**src/rtl/timebase_pkg.sv**
```systemverilog
// Shared definitions for the timebase family: direction encoding and the
// divider arithmetic that timed blocks use to turn a clock rate into a tick rate.
package timebase_pkg;

  localparam logic DIR_UP   = 1'b0;
  localparam logic DIR_DOWN = 1'b1;

  // Ceiling log2; returns 0 for values <= 1.
  function automatic int clog2(input int value);
    int r;
    r = 0;
    for (int v = value - 1; v > 0; v = v >> 1) begin
      r++;
    end
    return r;
  endfunction

  function automatic int calc_div(input int clk_freq, input int tick_hz);
    return clk_freq / tick_hz;
  endfunction

endpackage

```
**src/rtl/timebase_counter_tick_prescaler.sv**
```systemverilog
// Free-running 0..DIV-1 divider; terminal flags the last cycle of each period.
module tick_prescaler
  import timebase_pkg::*;
#(
  parameter int DIV = 10
) (
  input  logic clk,
  input  logic rst,
  input  logic en,
  input  logic clr,
  output logic terminal
);

  localparam int PW = (clog2(DIV) < 1) ? 1 : clog2(DIV);
  localparam logic [PW-1:0] TERM = PW'(DIV - 1);

  logic [PW-1:0] presc_q, presc_d;

  assign terminal = (presc_q == TERM);

  always_comb begin
    presc_d = presc_q;
    if (clr) begin
      presc_d = '0;
    end else if (en) begin
      // >= also recovers a corrupted value above the terminal in non-power-of-2 dividers
      presc_d = (presc_q >= TERM) ? '0 : presc_q + 1'b1;
    end
  end

  always_ff @(posedge clk) begin
    if (rst) begin
      presc_q <= '0;
    end else begin
      presc_q <= presc_d;
    end
  end

endmodule

```
**src/rtl/timebase_counter.sv**
```systemverilog
// Modulo timebase counter over [CNT_MIN, CNT_MAX] advanced once per prescaler
// period, with load, pause, direction and registered tick/wrap flags.
module timebase_counter
  import timebase_pkg::*;
#(
  parameter int CLK_FREQ = 50000000,
  parameter int TICK_HZ  = 1,
  parameter int CNT_W    = 7,
  parameter int CNT_MIN  = 1,
  parameter int CNT_MAX  = 90
) (
  input  logic             clk,
  input  logic             rst,
  input  logic             en,
  input  logic             dir,
  input  logic             load,
  input  logic [CNT_W-1:0] load_val,
  input  logic [CNT_W-1:0] cmp_val,
  output logic [CNT_W-1:0] count,
  output logic             tick,
  output logic             wrap,
  output logic             match
);

  localparam int DIV = calc_div(CLK_FREQ, TICK_HZ);
  localparam logic [CNT_W-1:0] MIN_V = CNT_W'(CNT_MIN);
  localparam logic [CNT_W-1:0] MAX_V = CNT_W'(CNT_MAX);

  generate
    if (DIV < 2) begin : g_bad_div
      $error("timebase_counter: CLK_FREQ/TICK_HZ must be at least 2");
    end
    if (!(CNT_MIN < CNT_MAX) || (CNT_MAX >= (2 ** CNT_W))) begin : g_bad_range
      $error("timebase_counter: need CNT_MIN < CNT_MAX < 2**CNT_W");
    end
  endgenerate

  logic             terminal;
  logic             advance;
  logic [CNT_W-1:0] count_q, count_d;
  logic             tick_q, tick_d;
  logic             wrap_q, wrap_d;

  tick_prescaler #(
    .DIV(DIV)
  ) u_prescaler (
    .clk     (clk),
    .rst     (rst),
    .en      (en),
    .clr     (load),
    .terminal(terminal)
  );

  // A load on a terminal edge discards that advance.
  assign advance = en && terminal && !load;

  always_comb begin
    count_d = count_q;
    tick_d  = 1'b0;
    wrap_d  = 1'b0;
    if (load) begin
      count_d = ((load_val >= MIN_V) && (load_val <= MAX_V)) ? load_val : MIN_V;
    end else if (advance) begin
      tick_d = 1'b1;
      if ((count_q < MIN_V) || (count_q > MAX_V)) begin
        count_d = MIN_V;
      end else if (dir == DIR_UP) begin
        if (count_q == MAX_V) begin
          count_d = MIN_V;
          wrap_d  = 1'b1;
        end else begin
          count_d = count_q + 1'b1;
        end
      end else begin
        if (count_q == MIN_V) begin
          count_d = MAX_V;
          wrap_d  = 1'b1;
        end else begin
          count_d = count_q - 1'b1;
        end
      end
    end
  end

  always_ff @(posedge clk) begin
    if (rst) begin
      count_q <= MIN_V;
      tick_q  <= 1'b0;
      wrap_q  <= 1'b0;
    end else begin
      count_q <= count_d;
      tick_q  <= tick_d;
      wrap_q  <= wrap_d;
    end
  end

  assign count = count_q;
  assign tick  = tick_q;
  assign wrap  = wrap_q;
  assign match = (count_q == cmp_val);

endmodule

```
**config.mk**
```make
export PLATFORM = sky130hd
export DESIGN_NAME = timebase_counter
export DESIGN_NICKNAME = d
export VERILOG_FILES = /design/src/rtl/timebase_pkg.sv /design/src/rtl/timebase_counter_tick_prescaler.sv /design/src/rtl/timebase_counter.sv
export SDC_FILE = /design/constraint.sdc
export NUM_CORES = 1
export LEC_CHECK = 0
export CAP_MARGIN = 30
export CORE_MARGIN = 2
export CORE_UTILIZATION = 55
export CTS_CLUSTER_SIZE = 16
export DETAILED_ROUTE_END_ITERATION = 12
export HOLD_SLACK_MARGIN = 0.15
export PLACE_DENSITY = 0.79
export SETUP_SLACK_MARGIN = 0.02
export SKIP_LAST_GASP = 1
export SLEW_MARGIN = 25
export SYNTH_ARGS = -nofsm -noshare
export SYNTH_HDL_FRONTEND = slang
export SYNTH_SLANG_ARGS = --single-unit
```
**constraint.sdc**
```tcl
create_clock -name clk -period 2.65 [get_ports clk]
set_input_delay 0.265 -clock clk [delete_from_list [all_inputs] [get_ports clk]]
set_output_delay 0.265 -clock clk [all_outputs]
set_load 0.005 [all_outputs]
```
==> metrics.cfg <==
[logic_synthesis]
synthCells=267
netlist_area_um2=2250
ys_seq_area_share_pct=31.2
synth_nets=291
async_flop_share_pct=0
yosysWarningCount=0
synth_top_flop_cell=dfxtp_1
ys_seq_elements=35
avgSynthCellArea_um2=8.41
synth_edf_count=0
synth_cell_types=60

[run_status]
status=completed

[clock_tree]
cts_setup_buffers=0
clock_sinks=35
hold_buffers=0
htree_levels=2
cts.reportedPaths.clkPinSlew_ps=70
clockRootBuffer=clkbuf_8
numCtsBuffers=5
worstSkewPairLatency_ps=290
cts_resized=0
cts_buffer_depth=2
cts_tree=yes

[global_routing]
antenna_found_initial=0
grt_pass1_vias=1833
grt_usage_pct=24.0
grt_pass1_wl_um=8380
grt_max_degree=20
grt-ovfl-total=0

[power]
p_switching_mw=0.322
combPwrFrac_pct=18.0
power_density_nw_per_um2=440
p_sw_share_pct=28.1
seq_power_share_pct=48.8
irDropWorstVdd_uv=364
p_int_mw=0.825
p_leak_nw=0.958
clock_power_share_pct=33.2

[die]
core_um2=3970
dieArea_um2=4610
dieHeight_um=67.9
die_w_um=67.9
num_io_pins=29
start_util_pct=56.6
rows=23

[sta]
setup_viol=0
finalHoldViolations=0
rsz0062_at_grt=no
fin_crit_sh_pct=83.9
finClkSkew_ps=6.99
fin_tns_setup_ps=0
slew_viol_final=0
fin_crit_ps=2220
relSlewSlack_pct=54.8
max_freq_mhz=450
tightest_slew_ps=672

[cells_and_area]
nets=319
drive_gt1_share_pct=12.2
fillCellCount=342
postLayoutCellArea_um2=2610
area_growth_pct=16.1
final_cells=346
most-common-layout-cells=nor2_1 (35), dfxtp_1 (35), clkdlybuf4s50_1 (28), xor2_1 (22), nand2_1 (16)
antennaDiodeCount=0

[job]
cap_violations=0

[routing]
dr.first_iter.drc_count=140
drtAntennaViolNets=0
drc_errors=0
wire_per_inst_um=14.8
num_vias=2022
viasPerCell=5.84
drt_first_pass_iters=4
wl_um=5110

[worst_setup_path]
path_class=reg2out
required_ps=2380
crit_path_start_kind=flip-flop
critPathMaxFanout=8
cp-end-kind=output pin
arrival_ps=1960

[placement]
portBuffers=28
place.gp.congestion=0.965
detailed_place_hpwl_um=3610
placedCellCount=338
dpl_cell_area_um2=2520

[worst_hold_path]
min_path_type=reg2reg

-- synthesized netlist by cell type, types with 2 or more instances --
cell type / n / area share, %
nor4_1: 5 / 1.4
nand2_1: 16 / 2.7
o21ai_0: 6 / 1.3
nor2b_1: 4 / 1.1
nand3_1: 15 / 3.3
buf_2: 4 / 0.89
a311oi_1: 4 / 1.6
or3_1: 2 / 0.56
dfxtp_1: 35 / 31
a22oi_1: 2 / 0.67
clkbuf_1: 3 / 0.50
nor3_1: 7 / 1.6
and2_1: 2 / 0.56
o311ai_0: 2 / 0.78
o211ai_1: 5 / 1.7
and3_1: 8 / 2.2
xnor2_1: 10 / 3.9
nor2_1: 35 / 5.8
or2_2: 3 / 0.84
or2b_2: 2 / 0.78
buf_4: 2 / 0.67
a31o_2: 5 / 1.9
a21oi_1: 5 / 1.1
nor3b_1: 2 / 0.67
xor2_1: 22 / 8.6
and4_1: 3 / 1.2
ha_1: 5 / 2.8
nand4_1: 10 / 2.8
inv_1: 7 / 1.2
clkbuf_8: 5 / 3.1
a211o_2: 2 / 0.89
-- flip-flops by register name (all words and copies together) (netlist names) --
| name | flops |
|---|---|
| wrap | 1 |
| tick | 1 |
| count | 7 |
| u_prescaler.presc_q | 26 |
-- power by group through the flow --
stage / registers (mW) / logic, mW / clock network (mW)
2_1_floorplan: 0.558 / 0.145 / 0
3_3_place_gp: 0.571 / 0.202 / 0
3_5_place_dp: 0.571 / 0.201 / 0
4_1_cts: 0.559 / 0.204 / 0.387
5_1_grt: 0.562 / 0.226 / 0.405
6_report: 0.560 / 0.206 / 0.380
-- layout make-up --
class,instances,area (µm²),area share (%)
clock buffer,6,72.6,2.78
tap,50,62.6,2.40
inverter,7,26.3,1.01
multi-input combinational,210,1390,53.4
clock inverter,2,12.5,0.480
sequential,35,701,26.9
timing repair buffer,36,340,13.1
-- critical path, cell delays in order (launching register included) --
cell             delay [ps]
dfxtp_1                 500
buf_4                   210
xnor2_1                 120
nand4_1                 120
nor4_1                  180
clkdlybuf4s50_1         540
-- per-stage QoR --
step           utilization [%]  hold slack [ps]  power (mW)  setup slack [ps]
4_1_cts                   65.7              505        1.15               411
6_report                  65.7              508        1.15               426
3_3_place_gp              63.5              484       0.772               499
3_5_place_dp              63.5              493       0.773               455
5_1_grt                   65.7              515        1.19               347
2_1_floorplan                -              344       0.703               766
-- cells by family after synthesis --
kind of cell / count (synthesis) / synth area share, %
XOR/XNOR: 32 / 12.5
buffers and inverters: 22 / 6.80
adder cells (fa/ha/maj): 5 / 2.79
AO/OA/AOI/OAI: 48 / 16.3
AND/OR/NAND/NOR: 125 / 30.4
flip-flops: 35 / 31.2
-- per-layer routing --
layer	track usage (%)	vias to the layer above	share of wire, %
li1	-	1030	-
met1	30.9	941	48
met2	39.7	41	46
met3	5.26	10	4.2
met4	8.50	0	1.6
met5	0	-	0
-- worst paths after layout --
path / start / cells past startpoint / slack, ps / end
max reg2reg: count[2] / 5 / 530 / count[6]
max: count[0] / 5 / 430 / match
min reg2reg: u_prescaler.presc_q[22] / 2 / 510 / u_prescaler.presc_q[22]
min: u_prescaler.presc_q[22] / 2 / 510 / u_prescaler.presc_q[22]
(Power assumes the default switching activity.)
